### config.mk
export PLATFORM = sky130hd
export DESIGN_NAME = fcfs_burst_scheduler
export DESIGN_NICKNAME = d
export VERILOG_FILES = /design/src/rtl/fcfs_burst_scheduler.sv
export SDC_FILE = /design/constraint.sdc
export NUM_CORES = 1
export LEC_CHECK = 0
export ABC_CLOCK_PERIOD_IN_PS = 4800
export CAP_MARGIN = 20
export CORE_ASPECT_RATIO = 0.8
export CORE_MARGIN = 10
export CORE_UTILIZATION = 40
export DETAILED_ROUTE_END_ITERATION = 6
export SYNTH_ARGS = -nofsm -noshare
export SYNTH_HDL_FRONTEND = slang
export SYNTH_SLANG_ARGS = --single-unit
### constraint.sdc
create_clock -name clk -period 4.8 [get_ports clk]
set_clock_uncertainty 0.2 [all_clocks]
set_input_delay 0.96 -clock clk [delete_from_list [all_inputs] [get_ports clk]]
set_output_delay 0.96 -clock clk [all_outputs]
set_load 0.005 [all_outputs]
### src/rtl/fcfs_burst_scheduler.sv
`default_nettype none
// ============================================================================
// Module      : fcfs_burst_scheduler
// Description : First-come-first-served scheduler for four requesters.
//               Arrivals are queued in order. The queue head receives a
//               registered one-hot grant for burst_len cycles (0 counts as 1)
//               or until it drops its request.
//               Optional macro FCFS_GAP_CYCLE_EN inserts one grant-free
//               turnaround cycle after every grant.
// Revision    : 1.0 - initial release
// ============================================================================
module fcfs_burst_scheduler #(
    parameter int BURST_W = 4
) (
    input  logic               clk,
    input  logic               reset,
    input  logic [3:0]         rqst,
    input  logic [BURST_W-1:0] burst_len,
    output logic [3:0]         grant,
    output logic [1:0]         grant_id,
    output logic               grant_valid,
    output logic [2:0]         queue_count
);

    localparam logic [1:0] S_IDLE  = 2'd0;
    localparam logic [1:0] S_GRANT = 2'd1;
`ifdef FCFS_GAP_CYCLE_EN
    localparam logic [1:0] S_GAP   = 2'd2;
`endif

    logic [1:0]         r_state;
    logic [1:0]         w_next_state;

    // Arrival queue: circular buffer of requester IDs
    logic [1:0]         r_fifo [4];
    logic [1:0]         r_rd;
    logic [1:0]         r_wr;
    logic [2:0]         r_count;
    logic [3:0]         r_pending;

    // Grant registers
    logic [3:0]         r_grant;
    logic [1:0]         r_owner;
    logic [BURST_W-1:0] r_cnt;

    // Combinational decisions for the coming edge
    logic [1:0]         w_head;
    logic               w_grant_end;
    logic               w_eval_head;
    logic               w_pop;
    logic               w_start;
    logic               w_discard;
    logic [3:0]         w_new;
    logic [2:0]         w_push_cnt;
    logic [1:0]         w_slot [4];
    logic [3:0]         w_pend_clr;
    logic [3:0]         w_grant_nxt;
    logic [1:0]         w_owner_nxt;
    logic [BURST_W-1:0] w_cnt_nxt;

    assign w_head = r_fifo[r_rd];

    // The current grant finishes on burst expiry or when the owner lets go
    assign w_grant_end = (r_state == S_GRANT) &&
                         ((r_cnt == BURST_W'(1)) || !rqst[r_owner]);

    // Head is examined whenever no grant is running after this edge would
    // otherwise leave the resource idle; with the gap option a finishing grant
    // defers head evaluation to the turnaround cycle.
`ifdef FCFS_GAP_CYCLE_EN
    assign w_eval_head = (r_state == S_IDLE) || (r_state == S_GAP);
`else
    assign w_eval_head = (r_state == S_IDLE) || w_grant_end;
`endif

    assign w_pop     = w_eval_head && (r_count != 3'd0);
    assign w_start   = w_pop && rqst[w_head];
    assign w_discard = w_pop && !rqst[w_head];

    // A requester joins the queue once: not already pending and not the owner
    assign w_new = rqst & ~r_pending & ~r_grant;

    // Simultaneous arrivals take consecutive slots in ascending index order
    always_comb begin
        w_push_cnt = 3'd0;
        for (int i = 0; i < 4; i++) begin
            w_slot[i] = r_wr + w_push_cnt[1:0];
            if (w_new[i]) begin
                w_push_cnt = w_push_cnt + 3'd1;
            end
        end
    end

    // Pending flags drop when a grant finishes or a withdrawn head is discarded
    always_comb begin
        w_pend_clr = 4'b0000;
        if (w_grant_end) begin
            w_pend_clr = w_pend_clr | r_grant;
        end
        if (w_discard) begin
            w_pend_clr = w_pend_clr | (4'b0001 << w_head);
        end
    end

    // State register
    always_ff @(posedge clk or posedge reset) begin
        if (reset) begin
            r_state <= S_IDLE;
        end else begin
            r_state <= w_next_state;
        end
    end

    // Next-state logic
    always_comb begin
        w_next_state = r_state;
        case (r_state)
            S_IDLE: begin
                w_next_state = w_start ? S_GRANT : S_IDLE;
            end
            S_GRANT: begin
                if (w_grant_end) begin
`ifdef FCFS_GAP_CYCLE_EN
                    w_next_state = S_GAP;
`else
                    w_next_state = w_start ? S_GRANT : S_IDLE;
`endif
                end
            end
`ifdef FCFS_GAP_CYCLE_EN
            S_GAP: begin
                w_next_state = w_start ? S_GRANT : S_IDLE;
            end
`endif
            default: begin
                w_next_state = S_IDLE;
            end
        endcase
    end

    // Output logic: next grant vector, owner and burst counter
    always_comb begin
        w_grant_nxt = r_grant;
        w_owner_nxt = r_owner;
        w_cnt_nxt   = r_cnt;
        if (r_state == S_GRANT) begin
            if (w_grant_end) begin
                w_grant_nxt = 4'b0000;
                w_owner_nxt = 2'd0;
            end else begin
                w_cnt_nxt = r_cnt - BURST_W'(1);
            end
        end
        if (w_start) begin
            w_grant_nxt = 4'b0001 << w_head;
            w_owner_nxt = w_head;
            w_cnt_nxt   = (burst_len == '0) ? BURST_W'(1) : burst_len;
        end
    end

    // Grant registers
    always_ff @(posedge clk or posedge reset) begin
        if (reset) begin
            r_grant <= 4'b0000;
            r_owner <= 2'd0;
            r_cnt   <= '0;
        end else begin
            r_grant <= w_grant_nxt;
            r_owner <= w_owner_nxt;
            r_cnt   <= w_cnt_nxt;
        end
    end

    // Arrival queue and pending flags; pop and push may share an edge
    always_ff @(posedge clk or posedge reset) begin
        if (reset) begin
            for (int i = 0; i < 4; i++) begin
                r_fifo[i] <= 2'd0;
            end
            r_rd      <= 2'd0;
            r_wr      <= 2'd0;
            r_count   <= 3'd0;
            r_pending <= 4'b0000;
        end else begin
            for (int i = 0; i < 4; i++) begin
                if (w_new[i]) begin
                    r_fifo[w_slot[i]] <= 2'(i);
                end
            end
            r_rd      <= r_rd + {1'b0, w_pop};
            r_wr      <= r_wr + w_push_cnt[1:0];
            r_count   <= r_count + w_push_cnt - {2'b00, w_pop};
            r_pending <= (r_pending & ~w_pend_clr) | w_new;
        end
    end

    assign grant       = r_grant;
    assign grant_id    = r_owner;
    assign grant_valid = |r_grant;
    assign queue_count = r_count;

endmodule
`default_nettype wire

* Yosys cells after proc, flatten, opt, wreduce, memory -nomap -nowiden
Index checks and enable logic that the tools add are counted.
** Operators by class
- Shift operators :: 1
- Equality and inequality tests :: 4
- Bitwise logic cells :: 22
- Muxes and demuxes :: 38
- Order comparisons :: 11
- Add/sub/neg operators :: 11
- Reductions and logical operators :: 20
** Operators with widths (number)
- 2-to-1 mux 4 bit :: 9
- 2-to-1 mux 8 bit :: 4
- AND 4 bit :: 5
- 2-to-1 mux 2 bit :: 10
- NOT 4 bit :: 5
- demux 2 bit (select 2 bit) :: 4
- bitwise OR 4 bit :: 4
- greater-or-equal comparator 3 bit (second input constant) :: 5
- NOT 2 -> 3 bit :: 5
- less-than comparator 3 x 1 -> 1 bit (second input constant) :: 4
- adder 3 x 1 -> 3 bit (second input constant) :: 3
- 2-to-1 mux 3 bit :: 3
- adder 2 bit :: 4
- AND 8 bit :: 1
- logical AND 1 bit :: 8
- NOT 8 bit :: 1
- bitwise OR 8 bit :: 1
- less-than comparator 2 x 3 -> 1 bit (second input constant) :: 2
- binary-select mux 1 bit (select 2 bit) :: 2
- binary-select mux 2 bit (select 2 bit) :: 1
- == test 4 x 1 -> 1 bit (second input constant) :: 1
- zero test 4 bit :: 1
- 2-to-1 mux 1 bit :: 4
- case mux 2 bit (2 select lines) :: 1
- other kinds (15) :: 19
** Word-level totals
- Output and inout port bits :: 10
- Logic and storage cells :: 119
- Flip-flop bits (word level) :: 31
- Input bits :: 10

* Depth between registers and ports, before layout
Gate-level depths: netlist (run 1).
- Word-level depth :: 17
- Gate-level depth with buffers :: 14
- Gate-level depth less buffers :: 14

* Worst setup path after synthesis (run 1)
No wires, ideal clock.
- Path kind :: input-to-reg
- From :: input rqst[0]
- To :: register r_count[2], in the netlist queue_count[2]
- Data arrival time :: 3.580 ns
- Slack :: 0.894 ns
- Stages :: 11
- Library setup time :: 0.125 ns
- Data required time :: 4.475 ns
- Cells stage by stage :: nor3b_1 -> ha_1 -> xnor2_1 -> inv_1 -> ha_1 -> mux2i_1 -> ha_1 -> fa_1 -> xor2_1 -> xnor2_1 -> xnor2_1
** On the way
- Longest elaborated chain between the ends :: 11
- Elaborated cells between the ends (all ways) :: 18
- Classes of those cells :: add/sub (5); mux (6); bitwise (2); reduce/logical (5)
** RTL lines
- start, declared :: RTL line 17 : input logic [3:0] rqst,
- AND 4 bit (2 in series) :: RTL line 81 : assign w_new = rqst & ~r_pending & ~r_grant;
- 2-to-1 mux 1 bit :: RTL line 88 : if (w_new[i]) begin
- adder 3 x 1 -> 3 bit :: RTL line 89 : w_push_cnt = w_push_cnt + 3'd1;
- 2-to-1 mux 3 bit :: RTL line 88
- adder 3 x 1 -> 3 bit :: RTL line 89
- 2-to-1 mux 3 bit :: RTL line 88
- adder 3 x 1 -> 3 bit :: RTL line 89
- 2-to-1 mux 3 bit :: RTL line 88
- adder 3 bit :: RTL line 192 : r_count <= r_count + w_push_cnt - {2'b00, w_pop};
- subtractor 3 x 1 -> 3 bit (*) :: RTL line 192
- end signal, assigned :: RTL line 192
- end, declared :: RTL line 38 : logic [2:0] r_count;
Mark *: on every way between the ends. The rest lies on a longest branch, timed or not. The select of a mux whose other input is x is not followed.
A chain may end at the register's enable or synchronous reset.

* Worst setup path in the final report (run 1)
- From :: input rqst[1]
- To :: register r_count[2], in the netlist queue_count[2]
** On the way
- Longest elaborated chain between the ends :: 9
- Elaborated cells between the ends (all ways) :: 16
- Classes of those cells :: add/sub (4); mux (5); bitwise (2); reduce/logical (5)
** RTL lines (RTL line)
- AND 4 bit (2 in series) :: 81
- 2-to-1 mux 3 bit :: 88
- adder 3 x 1 -> 3 bit :: 89
- 2-to-1 mux 3 bit :: 88
- adder 3 x 1 -> 3 bit :: 89
- 2-to-1 mux 3 bit :: 88
- adder 3 bit :: 192
- subtractor 3 x 1 -> 3 bit (*) :: 192
Marks and branches as above.

==> impl_metrics.ini, run 1 <==
[floorplan]
io_pins = 20
start_util_pct = 41.3
die_area_sq_um = 7910
coreArea_sq_um = 4600
num_rows = 22
die_w_microns = 97.0
die_h_microns = 81.6

[synth]
ys.warnings.count = 0
synth_cells = 188
ys_types = 36
synthTopCellsByArea = dfrtp_1 40%, ha_1 9.9%, xnor2_1 5.1%, mux2i_1 4.2%, nand2_1 4.2%
synth-seq-cells = 30
async_reset_ff_share_pct = 100
synth_largest_area_cell = dfrtp_1
ys_seq_area_share_pct = 39.6
syn_area_sq_um = 1900
synth_top_area_share_pct = 39.6
syn_avg_cell_area_sq_um = 10.1
syn-num-nets = 214
synth_edf_count = 0
synthFlopType = dfrtp_1

[power_and_ir_drop]
switching_share_pct = 42.3
p_leak_nw = 1.02
seqPwrFrac_pct = 28.9
p_int_mw = 1.02
powerDensity_nw_per_um2 = 767
worst_ir_drop_vdd_uv = 409
p_sw_mw = 0.746
p_clk_share_pct = 13.7
comb_power_share_pct = 57.3

[worst_hold_path]
holdPathEnd = r_rd[1]$_DFF_PP0_
min_path_cells = 1
hold_path_class = register to register
min-delay-start = r_rd[1]$_DFF_PP0_

[worst_setup_path]
path_buf_inv = 2
cp-start-kind = input port
cp.arrival_ns = 4.16
crit_slowest_cell = clkdlybuf4s50_1
path_delay_family = adder cells
required_ns = 4.81
cp_cell_sequence = clkdlybuf4s50_1 -> nor3b_1 -> ha_1 -> xnor2_1 -> inv_1 -> ha_1 -> mux2i_1 -> ha_1 -> fa_1 -> xor2_1 -> xnor2_1 -> xnor2_1
regToRegEndpoint = queue_count[2]$_DFF_PP0_
crit_type = input port to register
rr_startpoint = grant[1]$_DFFE_PP0P_
r2r_cells = 11
cp_max_fo = 4
regToRegSetupSlack_ns = 1.40
slowest_delay_ns = 0.52
crit_path_end_kind = register

[placed_design]
gp_congestion = 0.839
place_area_sq_um = 2190
port_buffers = 19
hpwl_microns = 3220

[cts]
cts_tree = done
path_clk_slew_ns = 0.06
ctsHoldBuffers = 0
cts_buffers = 5
cts_num_sinks = 30
postCtsSetupBuffers = 0
ctsResizeCount = 0
cts_root_buf = clkbuf_8
worst_skew_pair.late_latency_ns = 0.29
cts_buffer_depth = 2
htree_levels = 2

[grt]
grt_usage_pct = 11.2
grt_overflow = 0
grt_max_degree = 31
grt_pass1_wl_microns = 7040
first_global_vias = 1421
antenna_found_initial = 0

[layout]
register_area_sq_um = 751
design_area_sq_um = 2300
final_common_cell = dfrtp_1
final_core_util_pct = 50.0
final_cell_mix = 30 x dfrtp_1, 21 x nand2_1, 19 x clkdlybuf4s50_1
area_delta_synth_final_pct = 21.2
diodes = 0
drive_above_1_share_pct = 9.63
fillers = 439
multi_input_area_sq_um = 1080
nNetsFinal = 243

[route]
firstDrtPassIters = 4
drc = 0
routed_wl_microns = 4230
vias_per_cell = 5.21
wl_per_cell_microns = 15.2
drt_iter0_drc = 80
ant_nets = 0
via_count = 1448

[sta]
relSlewSlack_pct = 47.6
max_freq_ghz = 0.241
fin_crit_ns = 4.15
rsz0062_at_grt = no
worst_pin_slew_ns = 0.779
drv_slew = 0
final_hold_viol_count = 0
setup_viol = 0
fin_setup_tns_ns = 0
post-route-period-util_pct = 86.5

[status]
status = complete, no violations

[job]
cap_violations = 0
-- registers in the layout (all words and copies together), names as in the netlist --
name         flops
r_rd             2
r_pending        4
grant_id         2
r_fifo           8
r_cnt            4
r_wr             2
r_state          1
queue_count      3
grant            4
-- cells by family after synthesis --
group | count (synthesis) | synth area share (%)
flops | 30 | 39.6
compound gates | 34 | 11.9
fa+ha+maj | 16 | 10.9
xor+xnor | 16 | 7.39
mux | 12 | 8.71
buf+inv | 17 | 3.36
simple gates | 63 | 18.1
-- power by group through the flow --
stage,registers [mW],clock network (mW),logic (mW)
after global placement,0.512,0,1.00
final,0.510,0.242,1.01
after CTS,0.510,0.248,1.03
after floorplan,0.473,0,0.760
after detailed placement,0.513,0,1.02
after global routing,0.529,0.259,1.16
-- metrics by stage --
step	hold slack, ns	total power, mW	cells	setup slack [ns]
after floorplan	0.265	1.23	188	0.894
after global placement	0.309	1.52	270	0.443
after detailed placement	0.309	1.53	270	0.323
after CTS	0.318	1.79	278	0.628
after global routing	0.336	1.94	278	0.394
final	0.310	1.76	278	0.648
-- worst register-to-register path: cells and delay by family, from the launching register on --
kind,cells,cell delay [ns]
mux,1,0.22
flops,1,0.42
fa+ha+maj,4,1.33
buf+inv,1,0.10
xor+xnor,4,0.73
simple gates,1,0.30
-- layout make-up --
| type | count | area share, % |
|---|---|---|
| Clock buffer | 8 | 4.79 |
| Multi-Input combinational cell | 141 | 47.1 |
| Tap cell | 60 | 3.27 |
| Timing Repair Buffer | 23 | 9.58 |
| Inverter | 16 | 2.61 |
| Sequential cell | 30 | 32.7 |
-- how the worst max path moves through the flow --
stage / endpoint / depth (start not counted) / startpoint
final: queue_count[2]$_DFF_PP0_ / 12 / rqst[1]
after global routing: queue_count[2]$_DFF_PP0_ / 12 / rqst[0]
after CTS: queue_count[2]$_DFF_PP0_ / 12 / rqst[1]
after detailed placement: queue_count[2]$_DFF_PP0_ / 12 / rqst[1]
after global placement: queue_count[2]$_DFF_PP0_ / 12 / rqst[0]
after floorplan: queue_count[2]$_DFF_PP0_ / 11 / rqst[0]
-- Yosys cell counts, types with 2 or more instances --
| cell | instances |
|---|---|
| o21ai_0 | 7 |
| nand3_1 | 5 |
| or3b_2 | 2 |
| a22oi_1 | 3 |
| nor2_1 | 10 |
| nor3_1 | 5 |
| inv_1 | 15 |
| nor3b_1 | 2 |
| or4_1 | 2 |
| ha_1 | 15 |
| nand3b_1 | 4 |
| a21boi_0 | 2 |
| o31ai_1 | 2 |
| xor2_1 | 5 |
| or3_1 | 2 |
| mux4_2 | 2 |
| a31oi_1 | 3 |
| a21oi_1 | 7 |
| mux2i_1 | 8 |
| xnor2_1 | 11 |
| nand2_1 | 21 |
| and3_1 | 3 |
| nand2b_1 | 3 |
| a31o_1 | 7 |
| dfrtp_1 | 30 |
| o211ai_1 | 2 |
-- routing by layer --
layer,wire length (microns),up-vias,track usage (%)
met5,0,-,0
li1,-,722,-
met1,2140,687,14.4
met4,65,0,4.85
met3,271,6,4.61
met2,1750,33,16.1
Note: power is estimated with default switching activity, not from simulation.
==> run 2, diff against run 1 <==
- CORE_MARGIN: 10 -> unset
==> run 2 against run 1 <==
The run now ends with DRC left. Sequential power is essentially flat. Non-clock buffer count did not move. Register-to-register slack about the same. Core utilization barely moved. First-iteration DRC count shrank 29%. Flip-flop and latch count did not move.
==> impl_metrics.ini, run 2 (synthesized netlist as in run 1, its figures left out) <==
[status]
status = finished, violations left
violations = DRC

[grt]
first_global_vias = 1469
grt_usage_pct = 17.8
grt_pass1_wl_microns = 6870
grt_max_degree = 31
grt_overflow = 0
antenna_found_initial = 0

[cts]
cts_num_sinks = 30
cts_buffer_depth = 2
ctsResizeCount = 0
cts_buffers = 5
cts_root_buf = clkbuf_8
path_clk_slew_ns = 0.07
worst_skew_pair.late_latency_ns = 0.28
postCtsSetupBuffers = 0
htree_levels = 2
ctsHoldBuffers = 0
cts_tree = done

[worst_setup_path]
required_ns = 4.76
rr_startpoint = grant[0]$_DFFE_PP0P_
cp_max_fo = 4
cp.arrival_ns = 4.12
crit_path_end_kind = register
cp-start-kind = input port
crit_type = input port to register
r2r_cells = 11
regToRegEndpoint = queue_count[2]$_DFF_PP0_
regToRegSetupSlack_ns = 1.40
worstSetupStartpoint = rqst[1]

[route]
via_count = 1476
routed_wl_microns = 4030
vias_per_cell = 5.31
drc = 1
ant_nets = 0
firstDrtPassIters = 6
wl_per_cell_microns = 14.5
drt_iter0_drc = 57

[power_and_ir_drop]
comb_power_share_pct = 58.2
powerDensity_nw_per_um2 = 757
p_leak_nw = 1.01
switching_share_pct = 42.9
p_sw_mw = 0.742
seqPwrFrac_pct = 29.5
p_clk_share_pct = 12.3
p_int_mw = 0.987
worst_ir_drop_vdd_uv = 399

[floorplan]
start_util_pct = 41.5
coreArea_sq_um = 4570
io_pins = 20
die_h_microns = 63.6
die_area_sq_um = 5020
die_w_microns = 79.0
num_rows = 22

[worst_hold_path]
holdPathEnd = r_rd[1]$_DFF_PP0_
min_path_cells = 1
hold_path_class = register to register
min-delay-start = r_rd[1]$_DFF_PP0_

[sta]
setup_viol = 0
fin_crit_ns = 4.16
rsz0062_at_grt = no
hold_slack_ns = 0.326
worst_pin_slew_ns = 0.784
max_freq_ghz = 0.240
fin_setup_tns_ns = 0
post-route-period-util_pct = 86.7
final_hold_viol_count = 0
relSlewSlack_pct = 47.3
drv_slew = 0

[layout]
largest_reg_flops = 8
register_area_sq_um = 751
multi_input_area_sq_um = 1080
final_common_cell = dfrtp_1
final_cell_mix = 30 x dfrtp_1, 21 x nand2_1, 19 x clkdlybuf4s50_1
area_delta_synth_final_pct = 20.4
nNetsFinal = 243
drive_above_1_share_pct = 9.63
regMostFlops = r_fifo
fillers = 447
diodes = 0
final_core_util_pct = 50.0

[placed_design]
port_buffers = 19
hpwl_microns = 3020
gp_congestion = 0.863

[job]
cap_violations = 0
## run 2: worst max-delay path by stage
stage                               end  slack, ns  cells after the start
6_report       queue_count[2]$_DFF_PP0_       0.64                     12
3_3_place_gp   queue_count[2]$_DFF_PP0_       0.43                     12
5_1_grt        queue_count[2]$_DFF_PP0_       0.37                     12
4_1_cts        queue_count[2]$_DFF_PP0_       0.63                     12
3_5_place_dp   queue_count[2]$_DFF_PP0_       0.33                     12
2_1_floorplan  queue_count[2]$_DFF_PP0_       0.89                     11
## run 2: final cells by class
cell class / count / share of cell area, %
tap: 60 / 3.29
timing repair buffer: 23 / 9.64
multi-input combinational: 141 / 47.4
inverter: 16 / 2.63
clock buffer: 6 / 3.62
sequential: 30 / 32.9
clock inverter: 2 / 0.548
## run 2: routing by layer
metal	up-vias	track usage, %	part of all wire [%]	wire length, microns
met2	39	26.6	43	1740
li1	721	-	-	-
met5	-	0	0	0
met4	0	4.09	0.17	7
met3	2	4.06	4.2	170
met1	714	26.0	52	2110
## run 2: worst max-delay path: stages
cell	delay, ns
clkdlybuf4s50_1	0.55
nor3b_1	0.28
ha_1	0.32
xnor2_1	0.25
inv_1	0.10
ha_1	0.28
mux2i_1	0.22
ha_1	0.30
fa_1	0.45
xor2_1	0.16
xnor2_1	0.13
xnor2_1	0.12
## run 2: power groups by stage
stage                     logic, mW  registers [mW]  clock network (mW)
after floorplan               0.760           0.473                   0
after global placement        0.982           0.506                   0
after detailed placement       1.00           0.510                   0
after CTS                      1.01           0.507               0.219
after global routing           1.14           0.528               0.231
final                          1.01           0.510               0.213
## run 2: through the flow
step	power [mW]	instances	instance area [sq um]	setup slack, ns
floorplan	1.23	188	1900	0.894
CTS	1.74	278	2280	0.626
global route	1.90	278	2280	0.372
global placement	1.49	270	2190	0.428
finish	1.73	278	2280	0.640
detailed placement	1.51	270	2190	0.327
==> run 3, diff against run 2 <==
--- a/config.mk
+++ b/config.mk
@@ -10,5 +10,7 @@
 export CORE_ASPECT_RATIO = 0.8
 export CORE_UTILIZATION = 40
+export CTS_CLUSTER_SIZE = 20
 export DETAILED_ROUTE_END_ITERATION = 6
+export MAX_ROUTING_LAYER = met4
 export SYNTH_ARGS = -nofsm -noshare
 export SYNTH_HDL_FRONTEND = slang
==> constraint.sdc (replaced) <==
create_clock -name clk -period 4.8 [get_ports clk]
set_clock_uncertainty 0.2 [all_clocks]
set_input_delay 0.96 -clock clk [delete_from_list [all_inputs] [get_ports clk]]
set_output_delay 0.96 -clock clk [all_outputs]
set_load 0.01 [all_outputs]
==> run 3 against run 2 <==
The run still ends with DRC left. Clock-buffer cell count unchanged. Largest cell class unchanged. Register-to-register slack hardly changed. Largest power group unchanged. Sequential power about the same. Setup slack better by 0.0058 ns. Highest routed layer is now met3.
==> impl_metrics.ini, run 3 (synthesized netlist as in run 1, its figures left out) <==
[status]
violations = DRC
status = finished, violations left

[cts]
cts_tree = done
worst_skew_pair.late_latency_ns = 0.28
ctsHoldBuffers = 0
cts_num_sinks = 30
path_clk_slew_ns = 0.07
ctsResizeCount = 0
cts_buffer_depth = 2
cts_root_buf = clkbuf_8
cts_buffers = 5
postCtsSetupBuffers = 0
htree_levels = 2

[sta]
setup_viol = 0
worst_pin_slew_ns = 0.773
fin_crit_ns = 4.15
rsz0062_at_grt = no
final_hold_viol_count = 0
fin_setup_tns_ns = 0
max_freq_ghz = 0.241
post-route-period-util_pct = 86.5
drv_slew = 0
relSlewSlack_pct = 48.0
hold_slack_ns = 0.326

[layout]
nNetsFinal = 243
final_cell_mix = 30 x dfrtp_1, 21 x nand2_1, 19 x clkdlybuf4s50_1
area_delta_synth_final_pct = 20.4
design_area_sq_um = 2280
final_common_cell = dfrtp_1
drive_above_1_share_pct = 9.63
diodes = 0
largest_reg_flops = 8
regMostFlops = r_fifo

[worst_setup_path]
cp.arrival_ns = 4.12
r2r_cells = 11
crit_path_end_kind = register
crit_type = input port to register
cp-start-kind = input port
required_ns = 4.77
cp_max_fo = 4

[floorplan]
io_pins = 20
die_w_microns = 79.0
die_area_sq_um = 5020
coreArea_sq_um = 4570
start_util_pct = 41.5
die_h_microns = 63.6
num_rows = 22

[route]
drc = 1
routed_wl_microns = 4020
vias_per_cell = 5.31
via_count = 1476
ant_nets = 0
firstDrtPassIters = 6
wl_per_cell_microns = 14.5
drt_iter0_drc = 55

[worst_hold_path]
hold_path_class = register to register
min_path_cells = 1

[placed_design]
gp_congestion = 0.877
hpwl_microns = 3020
port_buffers = 19
place_area_sq_um = 2190

[grt]
grt_max_degree = 31
grt_overflow = 0
first_global_vias = 1469
antenna_found_initial = 0
grt_usage_pct = 18.3
grt_pass1_wl_microns = 6870

[power_and_ir_drop]
worst_ir_drop_vdd_uv = 413
p_leak_nw = 1.01
powerDensity_nw_per_um2 = 764

[job]
cap_violations = 0
run 3: routing by layer:
layer | vias up | wire, microns | share of wire (%) | global-route usage (%)
met5 | - | 0 | 0 | -
met4 | 0 | 0 | 0 | 4.09
met3 | 0 | 165 | 4.1 | 4.06
met2 | 38 | 1750 | 44 | 26.6
met1 | 717 | 2100 | 52 | 26.0
li1 | 721 | - | - | -
run 3: final timing paths:
check / startpoint / to / slack [ns]
hold / removal: r_rd[1]$_DFF_PP0_ / r_rd[1]$_DFF_PP0_ / 0.33
min in group asynchronous: reset / queue_count[0]$_DFF_PP0_ / 0.85
setup reg to reg: grant[0]$_DFFE_PP0P_ / queue_count[2]$_DFF_PP0_ / 1.41
max in group asynchronous: reset / r_fifo[2]$_DFF_PP0_ / 3.27
hold reg to reg: r_rd[1]$_DFF_PP0_ / r_rd[1]$_DFF_PP0_ / 0.33
setup / recovery: rqst[1] / queue_count[2]$_DFF_PP0_ / 0.65
run 3: through the flow:
stage	power (mW)	setup WS (ns)	util (%)	instances
6_report	1.74	0.646	50.0	278
5_1_grt	1.91	0.372	50.0	278
4_1_cts	1.75	0.626	50.0	278
3_5_place_dp	1.53	0.327	47.9	270
3_3_place_gp	1.50	0.428	47.9	270
2_1_floorplan	1.25	0.892	-	188
run 3: cell type report:
class,count,area [sq um]
Fill cell,447,2290
Inverter,16,60.1
Sequential cell,30,751
Timing Repair Buffer,23,220
Clock inverter,2,12.5
Multi-Input combinational cell,141,1080
Clock buffer,6,82.6
Tap cell,60,75.1
run 3: worst max-delay path, stage by stage:
cell and delay, ns:
clkdlybuf4s50_1 0.55, nor3b_1 0.28, ha_1 0.32, xnor2_1 0.25
inv_1 0.10, ha_1 0.28, mux2i_1 0.22, ha_1 0.30
fa_1 0.45, xor2_1 0.16, xnor2_1 0.13, xnor2_1 0.12
run 3: power breakdown:
group / internal (mW) / switching [mW] / total [mW]
Clock: 0.115 / 0.0990 / 0.214
Combinational: 0.486 / 0.534 / 1.02
Sequential: 0.386 / 0.124 / 0.510
